File: config.mk
export PLATFORM = sky130hd
export DESIGN_NAME = shift_rows_pipe
export DESIGN_NICKNAME = d
export VERILOG_FILES = /design/src/rtl/shift_rows_pipe.sv
export SDC_FILE = /design/constraint.sdc
export NUM_CORES = 1
export LEC_CHECK = 0
export ABC_CLOCK_PERIOD_IN_PS = 4600
export CORE_MARGIN = 4
export CORE_UTILIZATION = 26
export DETAILED_ROUTE_END_ITERATION = 8
export GPL_ROUTABILITY_DRIVEN = 0
export GPL_TIMING_DRIVEN = 0
export PLACE_DENSITY_LB_ADDON = 0.2
export SYNTH_ARGS = -nofsm -noshare
export SYNTH_HDL_FRONTEND = slang
export SYNTH_SLANG_ARGS = --single-unit
File: constraint.sdc
create_clock -name clk -period 4.6 [get_ports clk]
set_input_delay 0.46 -clock clk [delete_from_list [all_inputs] [get_ports clk]]
set_output_delay 0.46 -clock clk [all_outputs]
set_load 0.05 [all_outputs]
File: src/rtl/shift_rows_pipe.sv
// Rijndael ShiftRows / InvShiftRows feeding a 2-entry skid FIFO (1-cycle latency).
// Define SHIFT_ROWS_PIPE_INV_EN to honour in_inv; otherwise every block is forward-shifted.
module shift_rows_pipe #(
  parameter int NB    = 4,
  parameter int TAG_W = 4
) (
  input  logic              clk,
  input  logic              rst_n,
  input  logic              in_valid,
  output logic              in_ready,
  input  logic [0:32*NB-1]  in_data,
  input  logic              in_inv,
  input  logic [TAG_W-1:0]  in_tag,
  output logic              out_valid,
  input  logic              out_ready,
  output logic [0:32*NB-1]  out_data,
  output logic [TAG_W-1:0]  out_tag,
  output logic [1:0]        occupancy
);
  localparam int W = 32 * NB;

  if (NB != 4 && NB != 6 && NB != 8) begin : g_bad_nb
    $error("shift_rows_pipe: NB must be 4, 6 or 8");
  end

  // Rows 2 and 3 shift one further for the 256-bit block size.
  function automatic int row_off(input int r);
    return (NB == 8 && r >= 2) ? r + 1 : r;
  endfunction

  logic [0:W-1] fwd_data;
  logic [0:W-1] xf_data;

  always_comb begin
    fwd_data = '0;
    for (int c = 0; c < NB; c++) begin
      for (int r = 0; r < 4; r++) begin
        fwd_data[8*(r+4*c) +: 8] = in_data[8*(r+4*((c+row_off(r)) % NB)) +: 8];
      end
    end
  end

`ifdef SHIFT_ROWS_PIPE_INV_EN
  logic [0:W-1] inv_data;

  always_comb begin
    inv_data = '0;
    for (int c = 0; c < NB; c++) begin
      for (int r = 0; r < 4; r++) begin
        inv_data[8*(r+4*c) +: 8] = in_data[8*(r+4*((c-row_off(r)+NB) % NB)) +: 8];
      end
    end
  end

  assign xf_data = in_inv ? inv_data : fwd_data;
`else
  logic unused_in_inv;
  assign unused_in_inv = in_inv;
  assign xf_data       = fwd_data;
`endif

  // Handshake: a transfer happens on a rising edge where valid && ready;
  // ready is a function of occupancy only, never of the partner's valid.
  logic [0:W-1]       data_q [2];
  logic [TAG_W-1:0]   tag_q  [2];
  logic               wr_ptr_q, rd_ptr_q;
  logic [1:0]         count_q, count_d;
  logic               push, pop;

  assign in_ready  = (count_q != 2'd2);
  assign out_valid = (count_q != 2'd0);
  assign out_data  = data_q[rd_ptr_q];
  assign out_tag   = tag_q[rd_ptr_q];
  assign occupancy = count_q;

  assign push = in_valid && in_ready;
  assign pop  = out_valid && out_ready;

  always_comb begin
    count_d = count_q;
    case ({push, pop})
      2'b10:   count_d = count_q + 2'd1;
      2'b01:   count_d = count_q - 2'd1;
      default: count_d = count_q;
    endcase
  end

  always_ff @(posedge clk or negedge rst_n) begin
    if (!rst_n) begin
      data_q[0] <= '0;
      data_q[1] <= '0;
      tag_q[0]  <= '0;
      tag_q[1]  <= '0;
      wr_ptr_q  <= 1'b0;
      rd_ptr_q  <= 1'b0;
      count_q   <= 2'd0;
    end else begin
      if (push) begin
        data_q[wr_ptr_q] <= xf_data;
        tag_q[wr_ptr_q]  <= in_tag;
        wr_ptr_q         <= ~wr_ptr_q;
      end
      if (pop) begin
        rd_ptr_q <= ~rd_ptr_q;
      end
      count_q <= count_d;
    end
  end
endmodule

### Word level (Yosys, flattened, before mapping)

Cells that the tools add are included.

* reductions and logical operators: 5
* add/sub/neg operators: 2
* bitwise operators: 4
* $lt $le $gt $ge: 3
* eq/ne operators: 3
* multiplexer cells: 13

Operators with widths (number)
* 2-to-1 mux 128 bit: 4
* bitwise mux 256 bit: 1
* demux 128 bit (select 1 bit): 1
* 2-to-1 mux 4 bit: 4
* bitwise mux 8 bit: 1
* demux 4 bit (select 1 bit): 1
* >= comparator 2 bit, second input constant: 2
* inverter 1 -> 2 bit: 2
* one-hot mux 2 bit (2 select lines): 1
* nonzero test 2 bit: 2
* logical AND 1 bit: 3
* adder 2 x 1 -> 2 bit, second input constant: 1
* equality test 2 x 1 -> 1 bit, second input constant: 1
* equality test 2 bit, second input constant: 1
* < comparator 2 x 1 -> 1 bit, second input constant: 1
* != test 2 bit, second input constant: 1
* inverter 1 bit: 2
* subtractor 2 x 1 -> 2 bit, second input constant: 1

* register bits: 268
* output and inout bits: 136
* word-level logic and storage cells: 37
* input bits: 137

### Depth between registers and ports, before layout

Gate-level depths: netlist of the first run.

* word-level depth: 6
* depth in mapped cells: 6
* depth with buffers taken out: 6

### Least setup slack after synthesis of the first run

OpenSTA, ideal clock, no wires.

* path kind: register to register
* start: register count_q[0], in the netlist occupancy[0]
* end: register data_q[100] in the netlist's numbering
* required time: 4.475 ns
* cell stages (with the launch flop): 7
* library setup time: 0.125 ns
* data arrival time: 1.926 ns
* path buffers: 3
* clock period less this slack: 2.051 ns
* path slack: 2.549 ns
* cells stage by stage: dfrtp_1 -> nand2b_4 -> and3_4 -> buf_6 -> buf_8 -> buf_8 -> mux2_4

* longest elaborated chain between the ends: 2

RTL lines
* from (decl): RTL line 67 `logic [1:0] count_q, count_d;`
* from (signal assigned): RTL line 106 `count_q <= count_d;`
* != test 2 bit: RTL line 70 `assign in_ready = (count_q != 2'd2);`
* net in_ready: RTL line 10 `output logic in_ready,`
* logical AND 1 bit: RTL line 76 `assign push = in_valid && in_ready;`
* to (signal, indexed assignment): RTL line 99 `data_q[wr_ptr_q] <= xf_data;`
* to (decl): RTL line 64 `logic [0:W-1] data_q [2];`

The timed path passes the listed nets, and every way through them passes these cells.
A chain may end at the register's enable or synchronous reset.

### Final worst setup path of the first run

* start: register rd_ptr_q
* end: output out_data[48] in the netlist's numbering

* longest elaborated chain between the ends: 4

RTL lines
* from (decl): RTL line 66 `logic wr_ptr_q, rd_ptr_q;`
* from (signal assigned): RTL line 104 `rd_ptr_q <= ~rd_ptr_q;`
* inverter 1 -> 2 bit (not written as such): RTL line 72 `assign out_data = data_q[rd_ptr_q];`
* 2-to-1 mux 128 bit (not written as such) (3 in series): RTL line 72
* to (decl): RTL line 16 `output logic [0:32*NB-1] out_data,`

No other way between the ends. The select of a mux whose other input is x is not followed.

==> implementation parameters, run 1 <==
Parameter                              Value

Drt
  Number of search-and-repair iterations in the first detailed-routing pass    4
  Routed via count    approximately 7000
  1st-iter DRT viols    227
  Total routed wirelength    approximately 32000 µm
  Detail-routed net length per standard cell    about 19 µm
  Vias per cell    between 4 and 5
  Remaining number of nets flagged by the antenna check after routing    0
  DRC Markers    0

Global routing
  Total routing resource utilization after global routing    about 12%
  Global-route wire length before repair    about 49000 µm
  Met1 usage in global routing    around 16%
  Met3 demand-to-capacity share in global routing    under 10%
  Global-route layer with the greatest usage    met2
  Global-route congestion overflow total    0
  Pin count of the biggest net entering global routing    around 110
  GR met2 Demand/Resource    a little under a fifth
  Antenna violations before repair    6
  Via count of the first global-routing pass    roughly 7900

STA
  Final total negative setup slack    0 ns
  Clock skew    ~0.012 ns
  Final hold viol count    0
  Tightest Pin Transition    1.03 ns
  Final worst path period need    3.97 ns
  Number of pins exceeding their max-slew limit in the final report    0
  Final count of negative-setup-slack endpoints    0
  Setup repair after global routing missed its margin    false
  Slew headroom    between 30 and 40%
  Maximum frequency from static timing analysis    252 MHz
  Final period utilization    86.3%

Clock network
  TritonCTS Buffers    35
  Number of hold buffers added after cts    1
  Clock root buffer master    sky130_fd_sc_hd__clkbuf_16
  Maximum clock path buffer count    3
  Number of cells upsized or downsized after cts    0
  Clock transition at the registers of the reported paths    0.05 ns
  Worst-skew pair later-pin latency    about 0.53 ns
  CTS tree    done
  Clock Sinks    between 200 and 300
  Post-CTS setup buffers    0
  H-tree levels    2

Placed design
  Final HPWL from detailed placement    between 20000 and 25000 µm
  Input/output buffers    about 270
  Instance area after placement    15800 µm²

Setup path
  FF-to-FF setup slack    approximately 2.8 ns
  Type of origin of the critical path    register
  Endpoint arrival time on the critical path    ~3.5 ns
  Element type at the critical path end    output pin
  Worst setup path class    register to output pin
  Critical R2R Launch    occupancy[0]
  Critical path startpoint    rd_ptr_q
  Worst R2R End    data_q[208]
  Maximum fanout along the worst path    10
  Worst reg-to-reg path cell count    6
  Required time at the endpoint of the critical path    4.14 ns

Layout
  Share of post-route cells with drive strength above 1    46.8%
  Post-Route Utilization    about 36%
  Area growth, synth to finish    38.2%
  Net total in the final layout    between 1000 and 1500
  Final Cell Area    roughly 17000 µm²

Die
  Area of the placeable core    46700 µm²
  Initial Util    between 20% and 30%
  Floorplan row count    between 70 and 80
  I/O pin cnt    273
  Area enclosed by the die boundary    just over 50000 µm²
  Chip width    about 230 µm
  Die boundary height    roughly 230 µm

Logic synthesis
  Top cell types by occurrence after synthesis    268 x sky130_fd_sc_hd__dfrtp_1, 236 x sky130_fd_sc_hd__mux2_2, 160 x sky130_fd_sc_hd__mux2_4
  Count of state elements after synthesis    about 270
  Ys flop type    sky130_fd_sc_hd__dfrtp_1
  Cells after synthesis    about 720
  Fraction of post-synthesis cell area in the top cell type by area    54.6%
  Average cell area after synthesis    between 15 and 20 µm²
  Yosys warning total    0
  Area contributors post-synth    sky130_fd_sc_hd__dfrtp_1 55%, sky130_fd_sc_hd__mux2_2 22%, sky130_fd_sc_hd__mux2_4 20%
  Async set-reset flop share out of synthesis    100%
  Net count of the mapped netlist    860
  Sequential cell area fraction in the yosys report    around 55%
  Most frequent cell after synthesis    sky130_fd_sc_hd__dfrtp_1
  Cell area after technology mapping    12300 µm²
  Largest area contributor in the synthesized netlist    sky130_fd_sc_hd__dfrtp_1
  Count of flip-flops with a built-in enable after synthesis    0
  Count of distinct cell types in the synthesized netlist    17

Job
  Maximum capacitance violations    0

Hold path
  HP Class    register to register
  Instance count along the most critical hold path    1
  Hold path startpoint    wr_ptr_q
  Worst min-delay path endpoint    wr_ptr_q

Outcome
  Run status    finished, final reports clean
==> layer usage <==
metal	vias to the layer above	part of all wire (%)
met5	-	0.15
met4	8	1.9
met3	43	8.5
met2	184	44
met1	3568	45
li1	3218	-
==> cells in the final DEF, fill, tap and decap left out, drive strengths merged <==
master / netlist / layout
bufinv: 0 / 2
nand2: 1 / 1
xnor2: 3 / 3
inv: 0 / 1
nand2b: 1 / 1
nor2: 1 / 1
or2: 1 / 1
ha: 1 / 1
and3: 1 / 1
and2: 1 / 1
dfrtp: 268 / 268
clkinv: 0 / 7
buf: 38 / 41
dlygate4sd3: 0 / 1
clkinvlp: 0 / 1
and3b: 1 / 1
mux2: 396 / 396
clkdlybuf4s50: 0 / 270
xor2: 2 / 2
diode: 0 / 2
clkbuf: 7 / 56
==> critical path: stages (launching register included) <==
cell and delay [ns]:
sky130_fd_sc_hd__dfrtp_1 0.31, sky130_fd_sc_hd__clkbuf_1 0.25, sky130_fd_sc_hd__clkbuf_1 0.81, sky130_fd_sc_hd__buf_2 0.45, sky130_fd_sc_hd__mux2_2 0.38, sky130_fd_sc_hd__clkdlybuf4s50_1 0.75
==> how the worst max path moves through the flow <==
stage	to	cells past startpoint
floorplan	data_q[100]	6
global placement	data_q[220]	1
detailed placement	out_data[49]	5
CTS	out_data[49]	5
global route	out_data[49]	5
finish	out_data[48]	5
==> area by class of cell <==
type,instances,area (µm²)
Antenna cell,2,5.00
Buffer,45,409
Clock buffer,49,1020
Clock inverter,11,123
Fill cell,4503,29700
Multi-Input combinational cell,409,5170
Sequential cell,268,6710
Tap cell,607,759
Timing Repair Buffer,274,2780
==> stage by stage <==
step	instances	worst slack (ns)	hold slack, ns
floorplan	722	2.55	0.164
global placement	1600	-9.65	0.483
detailed placement	1602	0.950	0.487
CTS	1663	0.358	0.499
global route	1663	0.338	0.508
finish	1665	0.632	0.493
==> cell families (layout without fill, tap and decap cells) <==
kind of cell / Yosys count / count (layout) / synth area share (%)
simple gates: 7 / 7 / 0.438
fa+ha+maj: 1 / 1 / 0.102
mux: 396 / 396 / 41.2
buf+inv: 45 / 379 / 3.33
xor+xnor: 5 / 5 / 0.357
other cells: 0 / 2 / 0
flops: 268 / 268 / 54.6
==> flip-flops by register name, indices dropped and copies added (netlist names) <==
name and count:
data_q 256, rd_ptr_q 1, tag_q 8, occupancy 2, wr_ptr_q 1
Power of run 1 is not shown: default switching activity piles up to over one toggle a cycle in this logic, so the estimate is an artifact.
==> run 2, diff against run 1 <==
--- a/config.mk
+++ b/config.mk
@@ -8,10 +8,12 @@
 export ABC_CLOCK_PERIOD_IN_PS = 4600
 export CORE_MARGIN = 4
 export CORE_UTILIZATION = 26
+export CTS_BUF_LIST = sky130_fd_sc_hd__clkbuf_8
 export DETAILED_ROUTE_END_ITERATION = 8
 export GPL_ROUTABILITY_DRIVEN = 0
 export GPL_TIMING_DRIVEN = 0
 export PLACE_DENSITY_LB_ADDON = 0.2
+export SLEW_MARGIN = 5
 export SYNTH_ARGS = -nofsm -noshare
 export SYNTH_HDL_FRONTEND = slang
 export SYNTH_SLANG_ARGS = --single-unit
==> run 2 against run 1 <==
Against the previous run: setup slack lost 0.15 ns; critical path type unchanged; clock-buffer cell count grew 19; first-iteration DRC count grew 0.88%; core utilization shrank 0.062 points; routed wire length grew 1.6%; hold slack lost 0.038 ns; maximum frequency shrank 3.5%; critical path depth is the same; sequential share of layout area grew 0.067 points; global-route usage grew 0.21 points; non-clock buffer count is the same.
==> implementation parameters, run 2 (synthesis gave the netlist of run 1 again) <==
Parameter                              Value

Outcome
  Run status    finished, final reports clean (unchanged)

Die
  Die boundary height    225 µm (unchanged)
  Floorplan row count    79 (unchanged)
  Area enclosed by the die boundary    50800 µm² (unchanged)
  Initial Util    26.3% (unchanged)
  I/O pin cnt    273 (unchanged)
  Area of the placeable core    46700 µm² (unchanged)
  Chip width    225 µm (unchanged)

Layout
  Highest-count cells in the layout ignoring fill and taps    270 x sky130_fd_sc_hd__clkdlybuf4s50_1, 268 x sky130_fd_sc_hd__dfrtp_1, 236 x sky130_fd_sc_hd__mux2_2 (unchanged)
  Area growth, synth to finish    37.9% (was 38.2%)
  Largest register by flop count    data_q (unchanged)
  Post-Route Utilization    36.3% (was 36.4%)
  Net total in the final layout    1189 (was 1171)
  Post-layout instance count excluding filler cells    1701 (was 1665)
  Most common cell after layout, fill and taps aside    sky130_fd_sc_hd__clkdlybuf4s50_1 (unchanged)
  Share of post-route cells with drive strength above 1    47.0% (was 46.8%)
  FF/Latch Area    6710 µm² (unchanged)
  Fillcell total    4531 (was 4503)
  Max reg flops    256 (unchanged)
  Multi-input logic area    5170 µm² (unchanged)

Setup path
  CP Cell Sequence    clkbuf_1, clkbuf_1, buf_2, mux2_2, clkdlybuf4s50_1 (unchanged)
  Worst path slowest cell    sky130_fd_sc_hd__clkbuf_1 (unchanged)
  Type of origin of the critical path    register (unchanged)
  Worst setup path class    register to output pin (unchanged)
  Endpoint arrival time on the critical path    3.65 ns (was 3.51 ns)
  Peak per-stage delay on the critical path    0.85 ns (was 0.81 ns)
  Dominant cell type by count on the critical path    sky130_fd_sc_hd__clkbuf_1 (unchanged)
  Element type at the critical path end    output pin (unchanged)
  Maximum fanout along the worst path    10 (unchanged)
  Required time at the endpoint of the critical path    4.14 ns (about the same)

Drt
  1st-iter DRT viols    229 (was 227)
  DRC Markers    0 (unchanged)
  Total routed wirelength    32000 µm (was 31500 µm)
  Routed via count    7118 (was 7021)
  Remaining number of nets flagged by the antenna check after routing    0 (unchanged)
  Vias per cell    4.18 (was 4.22)
  Detail-routed net length per standard cell    18.8 µm (was 18.9 µm)
  Number of search-and-repair iterations in the first detailed-routing pass    4 (unchanged)

Hold path
  HP Class    input pin to async pin (was register to register)

Placed design
  Final HPWL from detailed placement    21100 µm (about the same)
  Input/output buffers    271 (unchanged)
  Total instance count after detailed placement    1602 (unchanged)

STA
  Final hold viol count    0 (unchanged)
  Number of pins exceeding their max-slew limit in the final report    0 (unchanged)
  Maximum frequency from static timing analysis    243 MHz (was 252 MHz)
  Tightest Pin Transition    1.09 ns (was 1.03 ns)
  Slew headroom    27.6% (was 31.1%)
  Setup repair after global routing missed its margin    false (unchanged)
  Final count of negative-setup-slack endpoints    0 (unchanged)
  Final period utilization    89.4% (was 86.3%)
  Clock skew    0.0278 ns (was 0.0119 ns)
  Final worst path period need    4.11 ns (was 3.97 ns)

Global routing
  Total routing resource utilization after global routing    12.6% (was 12.3%)
  Global-route wire length before repair    49700 µm (was 48600 µm)
  Pin count of the biggest net entering global routing    106 (was 109)
  Global-route congestion overflow total    0 (unchanged)
  Via count of the first global-routing pass    8097 (was 7906)
  Antenna violations before repair    5 (was 6)

Clock network
  Clock transition at the registers of the reported paths    0.06 ns (was 0.05 ns)
  Worst-skew pair later-pin latency    0.63 ns (was 0.53 ns)
  Maximum clock path buffer count    3 (unchanged)
  Clock root buffer master    sky130_fd_sc_hd__clkbuf_8 (was sky130_fd_sc_hd__clkbuf_16)
  H-tree levels    2 (unchanged)
  CTS tree    done (unchanged)
  TritonCTS Buffers    53 (was 35)
  Clock Sinks    268 (unchanged)
  Number of cells upsized or downsized after cts    0 (unchanged)

Job
  Maximum capacitance violations    0 (unchanged)
## run 2: per-layer routing
layer / GRT usage, % / part of all wire (%) / routed length (µm) / up-vias
li1: - / - / - / 3260
met1: 16.7 / 45 / 14500 / 3593
met2: 18.4 / 43 / 13900 / 198
met3: 5.42 / 8.9 / 2860 / 61
met4: 4.21 / 2.4 / 777 / 6
met5: 0 / 0.14 / 46 / -
## run 2: per-stage QoR
step                      worst slack [ns]  hold WS [ns]  area [µm²]  TNS (ns)
after detailed placement              1.01         0.487       15800         0
after CTS                            0.271         0.388       16900         0
after floorplan                       2.55         0.164       12300         0
final                                0.487         0.455       16900         0
after global placement               -9.65         0.483       15800  -2575.21
after global routing                 0.281         0.408       16900         0
## run 2: final timing paths
path | start | end | slack (ns) | cells after the start
worst max-delay path | rd_ptr_q | out_data[28] | 0.49 | 5
max in group asynchronous | rst_n | data_q[92] | 3.11 | 3
worst min-delay path | rst_n | data_q[17] | 0.45 | 2
worst max register to register | occupancy[0] | data_q[208] | 2.79 | 6
min in group clk | in_data[42] | data_q[117] | 0.47 | 2
worst min register to register | wr_ptr_q | wr_ptr_q | 0.49 | 1
## run 2: area by class of cell
cell class / instances / share of cell area, %
diodes: 1 / 0.0148
plain buffers: 45 / 2.41
clock buffers: 68 / 5.52
clock inverters: 29 / 1.06
multi-input cells: 409 / 30.5
flip-flops and latches: 268 / 39.6
well taps: 607 / 4.48
repair buffers: 274 / 16.4
## run 2: critical path, delay by kind of cell, from the launching register on
| family | cells | cell delay (ns) |
|---|---|---|
| buf+inv | 4 | 2.32 |
| mux | 1 | 0.38 |
| flops | 1 | 0.32 |
## run 2: what timing repair did
| action | 4_1_cts | 5_1_grt |
|---|---|---|
| hold buffers | 1 | 0 |
| setup buffers | 0 | 0 |
| endpoints found under the hold margin | 84 | 0 |
Power of run 2 is left out for the same reason.
